File: config.mk
export PLATFORM = sky130hd
export DESIGN_NAME = rx_ibuf_wr_flat
export DESIGN_NICKNAME = d
export VERILOG_FILES = /design/src/rtl/rx_ibuf_wr_pkg.sv /design/src/rtl/rx_ibuf_wr_if.sv /design/src/rtl/rx_ibuf_keep2cnt.sv /design/src/rtl/rx_ibuf_wr.sv /design/src/flat_wrapper.sv
export SDC_FILE = /design/constraint.sdc
export NUM_CORES = 1
export LEC_CHECK = 0
export CAP_MARGIN = 10
export CORE_MARGIN = 2
export CORE_UTILIZATION = 30
export CTS_CLUSTER_DIAMETER = 80
export DETAILED_ROUTE_END_ITERATION = 8
export GPL_TIMING_DRIVEN = 0
export SETUP_SLACK_MARGIN = 0.1
export SLEW_MARGIN = 30
export SYNTH_ARGS = -nofsm -noshare
export SYNTH_HDL_FRONTEND = slang
export SYNTH_SLANG_ARGS = --single-unit
File: constraint.sdc
create_clock -name clk -period 4.8 [get_ports clk]
set_clock_uncertainty 0.05 [all_clocks]
set_input_delay 1.2 -clock clk [delete_from_list [all_inputs] [get_ports clk]]
set_output_delay 1.2 -clock clk [all_outputs]
set_load 0.01 [all_outputs]
File: src/rtl/rx_ibuf_wr_pkg.sv
// Shared types and header layout for the RX internal buffer write side.
// Optional feature macro used by rx_ibuf_wr: RX_IBUF_STATS_EN.
package rx_ibuf_wr_pkg;

  // FSM states for the write controller.
  // ST_DROP_DONE finishes a bad single-beat frame.
  typedef enum logic [2:0] {
    ST_IDLE,
    ST_RECV,
    ST_COMMIT,
    ST_DROP,
    ST_DROP_DONE
  } state_t;

  // Header word field layout.
  localparam int HDR_LEN_LSB  = 0;
  localparam int HDR_LEN_W    = 16;
  localparam int HDR_WCNT_LSB = 16;
  localparam int HDR_WCNT_W   = 8;

  // Build the 64-bit frame header word. Unused upper bits are zero.
  function automatic logic [63:0] make_hdr(input logic [HDR_LEN_W-1:0]  len,
                                           input logic [HDR_WCNT_W-1:0] wcnt);
    logic [63:0] h;
    h = '0;
    h[HDR_LEN_LSB  +: HDR_LEN_W]  = len;
    h[HDR_WCNT_LSB +: HDR_WCNT_W] = wcnt;
    return h;
  endfunction

endpackage

File: src/rtl/rx_ibuf_wr_if.sv
// MAC RX beat stream into the RX buffer write controller.
// The MAC cannot stall, so the stream has no ready signal.
interface rx_ibuf_wr_if #(
  parameter int DW = 64
);
  logic [DW-1:0]   data;   // byte 0 = bits [7:0]
  logic [DW/8-1:0] keep;   // contiguous from bit 0 on the last beat
  logic            valid;
  logic            last;
  logic            bad;    // qualifies last: FCS/PHY error

  modport master (output data, keep, valid, last, bad);
  modport slave  (input  data, keep, valid, last, bad);
endinterface

File: src/rtl/rx_ibuf_keep2cnt.sv
// Byte-valid mask to byte count (1..KW for a legal last-beat mask).
module rx_ibuf_keep2cnt #(
  parameter  int KW = 8,
  localparam int CW = $clog2(KW + 1)
) (
  input  logic [KW-1:0] keep,
  output logic [CW-1:0] cnt
);

  // Population count of the keep mask.
  // NOTE: cnt gets a default before the loop so every path assigns it and no latch is inferred.
  always_comb begin
    cnt = '0;
    for (int i = 0; i < KW; i++) begin
      cnt = cnt + CW'(keep[i]);
    end
  end

endmodule

File: src/rtl/rx_ibuf_wr.sv
// RX internal buffer write-side controller.
// Writes each frame as a header word followed by its data words into the
// RX DPRAM, drops bad/oversized/overflowing frames, and publishes a commit
// pointer two cycles after the header write.
// Optional macro RX_IBUF_STATS_EN adds saturating commit/drop counters.
module rx_ibuf_wr
  import rx_ibuf_wr_pkg::*;
#(
  parameter int AW        = 9,
  parameter int DW        = 64,
  parameter int MAX_WORDS = 190
) (
  input  logic          clk,
  input  logic          reset_n,
  rx_ibuf_wr_if.slave   rx,
  input  logic [AW-1:0] rd_ptr,
  output logic [AW-1:0] wr_a,
  output logic [DW-1:0] wr_d,
  output logic          wr_en,
  output logic [AW-1:0] commit_ptr,
  output logic          frame_commit,
  output logic          frame_drop
`ifdef RX_IBUF_STATS_EN
  ,
  output logic [31:0]   stat_commit,
  output logic [31:0]   stat_drop_bad,
  output logic [31:0]   stat_drop_ovf
`endif
);

  localparam int KW  = DW / 8;
  localparam int CW  = $clog2(KW + 1);
  localparam int WCW = $clog2(MAX_WORDS + 1);

  state_t                 state;
  logic [AW-1:0]          wr_ptr;
  logic [AW-1:0]          hdr_ptr;
  logic [AW-1:0]          commit_tgt;
  logic [AW-1:0]          free;
  logic [WCW-1:0]         wcnt;
  logic [CW-1:0]          keep_cnt;
  logic [CW-1:0]          last_cnt;
  logic [1:0]             commit_pipe;
  logic                   ovf_hit;
  logic                   drop_bad_set;
  logic                   drop_ovf_set;
  logic [HDR_LEN_W-1:0]   frame_len;

  rx_ibuf_keep2cnt #(.KW(KW)) u_keep2cnt (
    .keep (rx.keep),
    .cnt  (keep_cnt)
  );

  // Free space, overflow test, header length and drop classification.
  always_comb begin
    free         = rd_ptr - wr_ptr - AW'(1);
    ovf_hit      = (free == '0) || (wcnt == WCW'(MAX_WORDS));
    frame_len    = HDR_LEN_W'({wcnt - WCW'(1), 3'b000}) + HDR_LEN_W'(last_cnt);
    drop_ovf_set = 1'b0;
    drop_bad_set = 1'b0;
    case (state)
      ST_IDLE:      drop_ovf_set = rx.valid && rx.last && (free < AW'(2));
      ST_RECV: begin
        drop_ovf_set = rx.valid && rx.last && ovf_hit;
        drop_bad_set = rx.valid && rx.last && !ovf_hit && rx.bad;
      end
      // A beat during COMMIT breaks the inter-frame gap and is dropped.
      ST_COMMIT,
      ST_DROP:      drop_ovf_set = rx.valid && rx.last;
      ST_DROP_DONE: drop_bad_set = 1'b1;
      default: ;
    endcase
  end

  // Frame FSM, write port, pointers and registered pulses.
  // NOTE: sequential state uses non-blocking assignments so every register samples pre-edge values.
  // NOTE: all registers, data path included, are reset so every output reads 0 after reset.
  always_ff @(posedge clk) begin
    if (!reset_n) begin
      state        <= ST_IDLE;
      wr_ptr       <= '0;
      hdr_ptr      <= '0;
      commit_tgt   <= '0;
      commit_ptr   <= '0;
      wcnt         <= '0;
      last_cnt     <= '0;
      commit_pipe  <= '0;
      wr_a         <= '0;
      wr_d         <= '0;
      wr_en        <= 1'b0;
      frame_commit <= 1'b0;
      frame_drop   <= 1'b0;
    end else begin
      wr_en        <= 1'b0;
      frame_drop   <= drop_ovf_set | drop_bad_set;
      // Commit trails the header write by two cycles to cover the RAM input register.
      commit_pipe  <= {commit_pipe[0], state == ST_COMMIT};
      frame_commit <= commit_pipe[1];
      if (commit_pipe[1]) commit_ptr <= commit_tgt;

      case (state)
        ST_IDLE: begin
          if (rx.valid) begin
            if (free >= AW'(2)) begin
              // Reserve the header slot; first beat goes right after it.
              hdr_ptr  <= wr_ptr;
              wr_a     <= wr_ptr + AW'(1);
              wr_d     <= rx.data;
              wr_en    <= 1'b1;
              wr_ptr   <= wr_ptr + AW'(2);
              wcnt     <= WCW'(1);
              last_cnt <= keep_cnt;
              if (rx.last) state <= rx.bad ? ST_DROP_DONE : ST_COMMIT;
              else         state <= ST_RECV;
            end else if (!rx.last) begin
              state <= ST_DROP;
            end
          end
        end

        ST_RECV: begin
          if (rx.valid) begin
            if (ovf_hit) begin
              wr_ptr <= hdr_ptr;
              state  <= rx.last ? ST_IDLE : ST_DROP;
            end else begin
              wr_a     <= wr_ptr;
              wr_d     <= rx.data;
              wr_en    <= 1'b1;
              wr_ptr   <= wr_ptr + AW'(1);
              wcnt     <= wcnt + WCW'(1);
              last_cnt <= keep_cnt;
              if (rx.last) begin
                if (rx.bad) begin
                  wr_ptr <= hdr_ptr;
                  state  <= ST_IDLE;
                end else begin
                  state  <= ST_COMMIT;
                end
              end
            end
          end
        end

        ST_COMMIT: begin
          // Header last, so the consumer never sees a partial frame.
          wr_a       <= hdr_ptr;
          wr_d       <= DW'(make_hdr(frame_len, HDR_WCNT_W'(wcnt)));
          wr_en      <= 1'b1;
          commit_tgt <= wr_ptr;
          state      <= (rx.valid && !rx.last) ? ST_DROP : ST_IDLE;
        end

        ST_DROP_DONE: begin
          wr_ptr <= hdr_ptr;
          state  <= (rx.valid && !rx.last) ? ST_DROP : ST_IDLE;
        end

        ST_DROP: begin
          if (rx.valid && rx.last) state <= ST_IDLE;
        end

        default: state <= ST_IDLE;
      endcase
    end
  end

`ifdef RX_IBUF_STATS_EN
  // Saturating event counters, stepped on the same edge that raises each pulse.
  always_ff @(posedge clk) begin
    if (!reset_n) begin
      stat_commit   <= '0;
      stat_drop_bad <= '0;
      stat_drop_ovf <= '0;
    end else begin
      if (commit_pipe[1] && (stat_commit != '1))   stat_commit   <= stat_commit + 32'd1;
      if (drop_bad_set   && (stat_drop_bad != '1)) stat_drop_bad <= stat_drop_bad + 32'd1;
      if (drop_ovf_set   && (stat_drop_ovf != '1)) stat_drop_ovf <= stat_drop_ovf + 32'd1;
    end
  end
`endif

endmodule

File: src/flat_wrapper.sv
// flat-port wrapper written by rule: the top's interface ports become plain ports
module rx_ibuf_wr_flat import rx_ibuf_wr_pkg::*;
#(
  parameter int AW        = 9,
  parameter int DW        = 64,
  parameter int MAX_WORDS = 190
)
  (clk, reset_n, rd_ptr, wr_a, wr_d, wr_en, commit_ptr, frame_commit, frame_drop, rx_data, rx_keep, rx_valid, rx_last, rx_bad);
  rx_ibuf_wr_if #(.DW(DW)) rx_i ();
  input  logic clk;
  input  logic reset_n;
  input  logic [AW-1:0] rd_ptr;
  output logic [AW-1:0] wr_a;
  output logic [DW-1:0] wr_d;
  output logic wr_en;
  output logic [AW-1:0] commit_ptr;
  output logic frame_commit;
  output logic frame_drop;
  input wire logic [$bits(rx_i.data)-1:0] rx_data;
  input wire logic [$bits(rx_i.keep)-1:0] rx_keep;
  input wire logic [$bits(rx_i.valid)-1:0] rx_valid;
  input wire logic [$bits(rx_i.last)-1:0] rx_last;
  input wire logic [$bits(rx_i.bad)-1:0] rx_bad;
  assign rx_i.data = rx_data;
  assign rx_i.keep = rx_keep;
  assign rx_i.valid = rx_valid;
  assign rx_i.last = rx_last;
  assign rx_i.bad = rx_bad;
  rx_ibuf_wr #(.AW(AW), .DW(DW), .MAX_WORDS(MAX_WORDS)) u_core (.clk(clk), .reset_n(reset_n), .rx(rx_i), .rd_ptr(rd_ptr), .wr_a(wr_a), .wr_d(wr_d), .wr_en(wr_en), .commit_ptr(commit_ptr), .frame_commit(frame_commit), .frame_drop(frame_drop));
endmodule
## Yosys cells after proc, flatten, opt, wreduce, memory -nomap -nowiden

Cells that the tools add are included.

| cells by class | value |
|---|---|
| add/sub/neg operators | 14 |
| $lt $le $gt $ge | 2 |
| eq/ne operators | 12 |
| mux-type cells | 47 |
| bitwise logic cells | 1 |
| reduce and logical (&&, ||, !) cells | 21 |

Operators by type and width:

| cell | number |
|---|---|
| 64-bit two-way mux | 4 |
| 64-bit one-hot mux with 3 select lines | 1 |
| 9-bit two-way mux | 10 |
| 9-bit one-hot mux with 3 select lines | 2 |
| 8-bit two-way mux | 4 |
| 3-bit two-way mux | 9 |
| 4-bit by 1-bit adder with 4-bit output | 4 |
| 4-bit two-way mux | 4 |
| 8-bit one-hot mux with 2 select lines | 1 |
| 5-bit AND reduction | 3 |
| 11-bit by 4-bit adder with 12-bit output | 1 |
| 3-bit one-hot mux with 4 select lines | 1 |
| 9-bit by 1-bit adder with 9-bit output, second input constant | 1 |
| 9-bit by 2-bit adder with 9-bit output, second input constant | 1 |
| 9-bit by 2-bit >= comparator with 1-bit output, second input constant | 1 |
| 9-bit zero test | 1 |
| 9-bit by 2-bit < comparator with 1-bit output, second input constant | 1 |
| 9-bit by 1-bit subtractor with 9-bit output, second input constant | 1 |
| 9-bit subtractor | 1 |
| 8-bit by 1-bit adder with 8-bit output, second input constant | 1 |
| 8-bit == test, second input constant | 1 |
| 4-bit one-hot mux with 2 select lines | 1 |
| 8-bit by 1-bit subtractor with 8-bit output, second input constant | 1 |
| 3-bit by 2-bit == test with 1-bit output, second input constant | 2 |
| 22 further kinds | 40 |

| storage, ports and cells | value |
|---|---|
| bits in registers | 129 |
| input bits | 86 |
| output and inout port bits | 85 |

## Depth between registers and ports, before layout

Gate-level depths: netlist (run 1).

| depth | value |
|---|---|
| depth after elaboration | 10 |
| mapped depth | 14 |

## Hierarchy

From an unflattened synthesis (run 1), not the netlist that was laid out.

| unflattened totals | value |
|---|---|
| cells, all modules | 857 |
| area, all modules | 6827.8 um2 |

By module, submodules not included:

| module | times used | cells an instance | area each (um2) |
|---|---|---|---|
| rx_ibuf_wr | 1 | 833 | 6637.6 |
| rx_ibuf_keep2cnt | 1 | 24 | 190.2 |

## Worst setup path before layout (run 1)

No wires, ideal clock.

| timing path | value |
|---|---|
| kind | input to register |
| start point | in rd_ptr[0] |
| end point | reg u_core.wr_d[55] |
| arrival time | 3655 ps |
| required time | 4678 ps |
| slack | 1023 ps |
| cell stages on the path | 12 |
| path buffers | 3 |
| cells stage by stage | ha_1 > fa_1 > a211oi_1 > nor2_1 > mux2i_1 > nand4_2 > o31a_1 > buf_6 > nor2_4 > buf_6 > buf_8 > mux2i_1 |

| on the way | value |
|---|---|
| cells in the longest elaborated chain, start to end | 6 |

Ends and longest elaborated chain:

| element | RTL line | source |
|---|---|---|
| start, declared | flat_wrapper.sv:12 | `input logic [AW-1:0] rd_ptr;` |
| 9-bit subtractor * | rx_ibuf_wr.sv:56 | `free = rd_ptr - wr_ptr - AW'(1);` |
| 9-bit by 1-bit subtractor with 9-bit output * | rx_ibuf_wr.sv:56 |  |
| parallel branches: the longest is 3 deep, another holds 9-bit by 2-bit >= comparator with 1-bit output | -- |  |
| 5-bit AND reduction (no source line) * | -- |  |
| end signal, assigned | rx_ibuf_wr.sv:108 | `wr_d <= rx.data;` |
| end signal, assigned | rx_ibuf_wr.sv:128 | `wr_d <= rx.data;` |
| end signal, assigned | rx_ibuf_wr.sv:148 | `wr_d <= DW'(make_hdr(frame_len, HDR_WCNT_W'(wcnt)));` |
| end, declared | rx_ibuf_wr.sv:18 | `output logic [DW-1:0] wr_d,` |

Every way passes the cells marked *.
A chain may end at the register's enable or synchronous reset.

## Worst setup path after layout (run 1)

| timing path | value |
|---|---|
| start point | reg u_core.wr_ptr[0] |
| end point | reg u_core.wcnt[4] |

| on the way | value |
|---|---|
| cells in the longest elaborated chain, start to end | 6 |

Ends and longest elaborated chain:

| element | RTL line | source |
|---|---|---|
| start, declared | rx_ibuf_wr.sv:36 | `logic [AW-1:0] wr_ptr;` |
| start signal, assigned | rx_ibuf_wr.sv:110 | `wr_ptr <= wr_ptr + AW'(2);` |
| start signal, assigned | rx_ibuf_wr.sv:124 | `wr_ptr <= hdr_ptr;` |
| start signal, assigned | rx_ibuf_wr.sv:130 | `wr_ptr <= wr_ptr + AW'(1);` |
| 9-bit subtractor * | rx_ibuf_wr.sv:56 |  |
| 9-bit by 1-bit subtractor with 9-bit output * | rx_ibuf_wr.sv:56 |  |
| parallel branches: the longest is 3 deep, another holds 9-bit by 2-bit >= comparator with 1-bit output | -- |  |
| 5-bit AND reduction (no source line) * | -- |  |
| end signal, assigned | rx_ibuf_wr.sv:131 | `wcnt <= wcnt + WCW'(1);` |
| end, declared | rx_ibuf_wr.sv:40 | `logic [WCW-1:0] wcnt;` |

Marks and branches as above.

==> results of run 1 <==
## cell families after synthesis
family	Yosys count	share of synthesized area, %
AO/OA/AOI/OAI	191	18.2
multiplexers	99	13.6
flip-flops	129	35.4
XOR/XNOR	25	3.00
adder cells (fa/ha/maj)	23	4.46
AND/OR/NAND/NOR	307	19.0
buffers and inverters	109	6.38
## synthesized netlist by cell type (4+ instances only)
| library cell | number |
|---|---|
| xor2_1 | 8 |
| buf_2 | 6 |
| buf_4 | 6 |
| o21ai_0 | 45 |
| a22oi_1 | 5 |
| o31ai_1 | 5 |
| ha_1 | 18 |
| dfxtp_1 | 129 |
| nor3_1 | 14 |
| o311a_1 | 15 |
| inv_1 | 31 |
| fa_1 | 5 |
| a31oi_1 | 8 |
| nor2_1 | 65 |
| o221ai_1 | 4 |
| a21oi_1 | 48 |
| clkbuf_1 | 54 |
| nand3_1 | 59 |
| o22ai_1 | 5 |
| o32a_1 | 6 |
| nand2_1 | 130 |
| buf_1 | 8 |
| nor2b_1 | 5 |
| o32ai_1 | 4 |
| nand2b_1 | 7 |
| mux2i_1 | 97 |
| or3_1 | 5 |
| xnor2_1 | 17 |
| o211ai_1 | 10 |
| o31a_1 | 4 |
## critical path, cell delays in order, from the launching register on
cell,delay [ns]
dfxtp_1,0.37
clkbuf_1,0.48
inv_1,0.29
ha_1,0.31
fa_1,0.45
a211oi_1,0.44
nor2_1,0.12
mux2i_1,0.20
nand4_2,0.32
buf_4,0.31
o211ai_1,0.22
buf_4,0.25
nand2_1,0.20
o21ba_2,0.31
## cell type report
class                      instances  area (um^2)
clock buffer                      19          453
multi-input combinational        645         4250
tap                              324          405
timing repair buffer             169         1690
sequential                       129         2580
inverter                          32          120
clock inverter                    12          180
buffer                            77          345
fill                            2432        14100
## metrics by stage
stage	setup WS, ns	std cells	hold WS (ns)	power (uW)
5_1_grt	0.164	1407	0.403	3670
3_5_place_dp	-0.131	1376	0.374	2130
4_1_cts	0.315	1407	0.387	3530
2_1_floorplan	1.02	883	0.362	1760
6_report	0.405	1407	0.380	3510
3_3_place_gp	-0.140	1376	0.366	2120
## per-layer routing
layer / vias up / track usage, %
met4: 0 / 6.55
met1: 3323 / 25.9
met3: 29 / 3.38
li1: 3518 / -
met5: - / 0
met2: 222 / 28.2
## worst max-delay path by stage
| stage | depth (start not counted) | slack, ns | endpoint | start |
|---|---|---|---|---|
| after global placement | 11 | -0.14 | u_core.wr_ptr[8]$_SDFFE_PN0P_ | rd_ptr[0] |
| after floorplan | 12 | 1.02 | u_core.wr_d[55]$_SDFFE_PN0P_ | rd_ptr[0] |
| after CTS | 11 | 0.32 | u_core.wr_ptr[8]$_SDFFE_PN0P_ | rd_ptr[0] |
| after detailed placement | 11 | -0.13 | u_core.wr_ptr[8]$_SDFFE_PN0P_ | rd_ptr[0] |
| final | 13 | 0.41 | u_core.wcnt[4]$_SDFFE_PN0P_ | u_core.wr_ptr[0]$_SDFFE_PN0P_ |
| after global routing | 13 | 0.16 | u_core.wcnt[4]$_SDFFE_PN0P_ | u_core.wr_ptr[0]$_SDFFE_PN0P_ |
## state kept, by name, indices dropped and copies added, names as in the netlist
signal,cells
u_core.commit_pipe,2
u_core.wr_d,64
u_core.wr_a,9
u_core.state,3
u_core.last_cnt,4
u_core.commit_ptr,9
u_core.frame_commit,1
u_core.commit_tgt,9
u_core.wr_en,1
u_core.hdr_ptr,9
u_core.wcnt,8
u_core.wr_ptr,9
u_core.frame_drop,1
## timing repair
item | 4_1_cts | 5_1_grt
endpoints found under the setup margin | 0 | 1
resized for setup | 0 | 1
hold buffers | 0 | 0
## report_power, final
part / total [uW] / internal (uW) / switching [uW]
Clock: 1410 / 896 / 509
Combinational: 890 / 420 / 470
Sequential: 1210 / 1160 / 52.4
Total: 3510 / 2480 / 1030
==> summary.txt, run 1 <==
Outcome
  • Outcome: finished, final reports clean

Power and ir drop
  • Leak pwr: 0.00394 uW
  • Pwr per Cell Area: 350 mW/mm^2
  • VDD IR-drop max: 202 uV

Route
  • Routed WL: 23,400 um
  • WL met3: between 1000 and 1500 um
  • First DRT Iteration DRCs: 518
  • DRT antenna net count: 0
  • Residual DRC count: 0
  • DR vias/cell: around 5
  • Routed vias: 7,092
  • Met2 routed WL: approximately 10,000 um
  • WL met1: 11,400 um
  • Pre-antenna DRT Iters: 5
  • Wire length per cell: 16.7 um
  • Max Used Layer: met4

Synthesis
  • Mapped Nets: 992
  • Synth async-reset ratio: 0%
  • Synth area leader: dfxtp_1
  • Sequential share of the synthesized area: 35.4%
  • Mean Syn Cell Area: 8.26 um^2
  • Top_reg_cell synth: dfxtp_1
  • Synth cell types: 69
  • Top cells by area, synth: dfxtp_1, mux2i_1, nand2_1
  • Cell count after synthesis: 883
  • Top cell type's share of synthesized area: 35.4%
  • Mapped Area: 0.00730 mm^2
  • EDFF count, synth: 0
  • Count of state elements after synthesis: 129
  • Synth warn: 0

Cells and area
  • Diode count: 0
  • Layout area overhead: 37.5%
  • Layout Nets: 1,180
  • Fraction of layout cells with a size suffix above 1: 5.45%
  • Commonest cells after routing, fill and taps aside: clkdlybuf4s50_1, nand2_1, dfxtp_1
  • Final Util: 41.6%
  • Finished Cell Area: roughly 0.01 mm^2
  • Commonest non-fill, non-tap cell in the layout: clkdlybuf4s50_1

Setup path
  • Internal reg-to-reg setup slack: 0.41 ns
  • Arrival time at the worst endpoint: 4.72 ns
  • RR Startpoint: u_core.wr_ptr[0]$_SDFFE_PN0P_
  • Reg2reg path depth: 13
  • Critical Setup Path Class: reg -> reg
  • Worst-path maximum fanout: 10
  • Worst reg2reg path endpoint: u_core.wcnt[4]$_SDFFE_PN0P_
  • Critical Path Sink Type: flip-flop
  • WP data required: 5.12 ns
  • CP Launch Type: flip-flop

STA
  • Rel. slew slack: 39.5%
  • Least-Margin Pin Slew: 0.908 ns
  • Setup violators final: 0
  • Minimum clock period: 4.39 ns
  • Hold Fails Final Rpt: 0
  • RSZ-0062 raised after global routing: no
  • Final period utilization: 91.6%
  • Fin Setup TNS: 0 ns
  • Max frequency: 228 MHz
  • Slew Limit Fails: 0

Global route
  • Gr ovfl total: 0
  • GRT Util Overall: around 18%
  • Largest net degree at the start of global routing: 17
  • Initial antenna violation count: 1
  • First-pass GRT wire length: approximately 38,000 um
  • Vias in the first global route: 6,737

Placed design
  • I/O Buffers: 169
  • Routability congestion estimate from global placement: 0.956
  • DPL Wire Length: roughly 18,000 um
  • Area post-placement: about 0.0094 mm^2

Clocking
  • Root buf cell: clkbuf_16
  • Clock buffer depth: 2
  • Worst-path clk slew: ~0.060 ns
  • TritonCTS buffer count: 17
  • Sinks on Clock Net: 129
  • CTS tree: yes
  • H-tree Lvls: 4
  • Worst-skew pair later-pin latency: 0.42 ns
  • Post-CTS setup buffer count: 0

Worst hold path
  • Hold Crit Class: reg -> reg
  • Worst hold start: u_core.commit_pipe[0]$_SDFF_PN0_
  • Hold endpoint: u_core.commit_pipe[1]$_SDFF_PN0_
  • Hold depth: 1

Die
  • Full die area: approximately 0.026 mm^2
  • Rows: between 50 and 60
  • Top Ports: between 150 and 200
  • Starting density of the core: between 30 and 40%
  • Die X: 160 um
  • Die Y: 160 um
  • Core Region: 0.0241 mm^2

Run
  • Maxcap violations: 0
Note: power is estimated with default switching activity, not from simulation.
==> run 2: changes to the inputs <==
--- a/config.mk
+++ b/config.mk
@@ -6,11 +6,12 @@
 export NUM_CORES = 1
 export LEC_CHECK = 0
 export CAP_MARGIN = 10
-export CORE_MARGIN = 2
+export CORE_MARGIN = 4
 export CORE_UTILIZATION = 30
 export CTS_CLUSTER_DIAMETER = 80
 export DETAILED_ROUTE_END_ITERATION = 8
 export GPL_TIMING_DRIVEN = 0
+export HOLD_SLACK_MARGIN = 0.12
 export SETUP_SLACK_MARGIN = 0.1
 export SLEW_MARGIN = 30
 export SYNTH_ARGS = -nofsm -noshare
==> run 2 against run 1 <==
  * Global-route usage decreased by 1.0 points
  * Utilization increased by 0.39 points
  * Non-clock buffer count unchanged
  * Clock-buffer cell count unchanged
  * Combinational power about the same
  * Setup slack got worse by 0.017 ns
  * Sequential cell count unchanged
  * Largest power group is now registers
  * Hold slack improved by 0.0079 ns
  * Die area increased by 5.1%
  * First-iteration DRC count increased by 27%
==> summary.txt, run 2 (synthesis results as in run 1) <==
STA
  • Hold WS: 0.388 ns (+0.00790 ns)
  • Setup ws final: 0.388 ns (-0.0170 ns)
  • Setup violators final: 0 (unchanged)
  • Slew Limit Fails: 0 (unchanged)
  • Rel. slew slack: 40.5% (+1.1 points)
  • Fin Setup TNS: 0 ns (unchanged)
  • Max frequency: 227 MHz (-0.38%)
  • Least-Margin Pin Slew: 0.892 ns (-0.0158 ns)
  • RSZ-0062 raised after global routing: no
  • Final period utilization: 91.9% (+0.35 points)
  • Minimum clock period: 4.41 ns (+0.0170 ns)
  • Hold Fails Final Rpt: 0 (unchanged)

Cells and area
  • Most flop-heavy register: u_core.wr_d
  • Largest register FFs: 64 (unchanged)
  • Layout area overhead: 36.4%
  • Commonest non-fill, non-tap cell in the layout: clkdlybuf4s50_1
  • Layout Nets: 1,180 (unchanged)
  • Diode count: 0 (unchanged)
  • Finished Cell Area: 0.00995 mm^2 (-0.84%)
  • Fraction of layout cells with a size suffix above 1: 5.44% (about the same)
  • Commonest cells after routing, fill and taps aside: clkdlybuf4s50_1, nand2_1, dfxtp_1
  • Final Util: 42.0% (+0.39 points)

Clocking
  • CTS tree: yes
  • H-tree Lvls: 4 (unchanged)
  • Clock buffer depth: 2 (unchanged)
  • Sinks on Clock Net: 129 (unchanged)
  • Root buf cell: clkbuf_16
  • Worst-skew pair later-pin latency: 0.42 ns (about the same)
  • CTS Hold Bufs: 0 (unchanged)
  • Worst-path clk slew: 0.05 ns (about the same)
  • TritonCTS buffer count: 17 (unchanged)

Global route
  • Met2 Use GR: 26.7% (-1.5 points)
  • Met3 track demand over resource: 3.64% (+0.26 points)
  • Initial antenna violation count: 0 (-1)
  • GRT Util Overall: 17.4% (-1.0 points)
  • Largest net degree at the start of global routing: 17 (unchanged)
  • Most Used Layer, Global Route: met2
  • Vias in the first global route: 6,787 (+0.74%)
  • Gr ovfl total: 0 (unchanged)
  • First-pass GRT wire length: 37,000 um (-1.9%)
  • Met1 usage: 24.0% (-1.9 points)

Placed design
  • I/O Buffers: 169 (unchanged)
  • Area post-placement: 0.00939 mm^2 (about the same)
  • Routability congestion estimate from global placement: 0.955 (-0.18%)
  • Worst slack at placement: -0.152 ns (-0.0204 ns)
  • DPL Wire Length: 18,100 um (+3.3%)

Power and ir drop
  • Switching power: 1020 uW (-0.83%)
  • VDD IR-drop max: 140 uV (-31%)
  • Sw frac: 30.7% (+1.4 points)
  • Clock share of power: 36.7% (-3.3 points)
  • Leak pwr: 0.00390 uW (-0.94%)
  • Pwr per Cell Area: 335 mW/mm^2 (-4.4%)
  • Internal power: 2310 uW (-7.0%)
  • Combinational share of power: 26.8% (+1.4 points)
  • Sequential Power Share: 36.5% (+1.9 points)

Run
  • Maxcap violations: 0 (unchanged)

Outcome
  • Outcome: finished, final reports clean

Die
  • Die Y: 164 um (+2.5%)
  • Die X: 164 um (+2.5%)
  • Starting density of the core: 30.8% (+0.54 points)
  • Rows: 56 (-1.8%)
  • Core Region: 0.0237 mm^2 (-1.8%)
  • Top Ports: 171 (unchanged)
  • Full die area: 0.0269 mm^2 (+5.1%)

Setup path
  • Arrival time at the worst endpoint: 4.70 ns (-0.02 ns)
  • Critical Setup Path Class: in -> reg
  • CP Launch Type: input port
  • Critical Path Sink Type: flip-flop
  • WP data required: 5.09 ns (-0.03 ns)
  • Worst-path maximum fanout: 10 (unchanged)

Route
  • Pre-antenna DRT Iters: 6 (+1)
  • Routed WL: 23,900 um (+2.1%)
  • DRT antenna net count: 0 (unchanged)
  • Residual DRC count: 0 (unchanged)
  • First DRT Iteration DRCs: 657 (+27%)
  • DR vias/cell: 5.08 (+0.86%)
  • Wire length per cell: 17.1 um (+2.4%)
  • Routed vias: 7,133 (+0.58%)

Worst hold path
  • Hold Crit Class: reg -> reg
[run 2: cell types whose count changed in the layout (fill, tap and decap cells not counted), sizes merged]
cell / delta
bufinv: -3
clkinv: +4
clkinvlp: +1
inv: -1
[run 2: worst paths after layout]
check | startpoint | to | slack [ns] | depth (start not counted)
setup / recovery | rd_ptr[0] | u_core.wr_d[59]$_SDFFE_PN0P_ | 0.39 | 13
setup reg to reg | u_core.wr_ptr[0]$_SDFFE_PN0P_ | u_core.wr_d[59]$_SDFFE_PN0P_ | 0.41 | 14
hold / removal | u_core.commit_pipe[0]$_SDFF_PN0_ | u_core.commit_pipe[1]$_SDFF_PN0_ | 0.39 | 1
hold reg to reg | u_core.commit_pipe[0]$_SDFF_PN0_ | u_core.commit_pipe[1]$_SDFF_PN0_ | 0.39 | 1
[run 2: repair_timing]
action,in CTS,in global routing
gates resized for setup,0,1
buffers inserted,0,0
endpoints found under the setup margin,0,1
[run 2: layer usage]
layer  vias to the layer above  wire length [um]  part of all wire [%]
met2                       241             10700                    45
met5                         -                 0                     0
met4                         0               531                   2.2
met3                        31              1440                   6.0
li1                       3518                 -                     -
met1                      3343             11300                    47
[run 2: power by group through the flow]
stage          clock, uW  sequential (uW)  combinational [uW]
6_report            1220             1220                 892
5_1_grt             1300             1230                 978
4_1_cts             1250             1220                 894
3_5_place_dp           0             1240                 889
3_3_place_gp           0             1240                 883
2_1_floorplan          0             1260                 502
[run 2: through the flow]
stage	power, uW	instances
6_report	3330	1403
5_1_grt	3500	1403
4_1_cts	3360	1403
3_5_place_dp	2130	1371
3_3_place_gp	2120	1371
2_1_floorplan	1760	883
[run 2: worst max-delay path: stages]
cell and delay, ns:
clkdlybuf4s50_1 0.42, ha_1 0.26, fa_1 0.45, a211oi_1 0.43, nor2_1 0.12, mux2i_1 0.21
nand4_2 0.32, o31a_1 0.36, buf_6 0.14, nor2_4 0.19, buf_6 0.21, buf_8 0.18
mux2i_1 0.21
[run 2: final cells by class]
cell class / count / area [um^2]
fill: 2479 / 13700
sequential: 129 / 2580
tap: 319 / 399
clock inverter: 13 / 113
timing repair buffer: 169 / 1690
clock buffer: 19 / 443
multi-input combinational: 645 / 4250
inverter: 32 / 120
buffer: 77 / 345
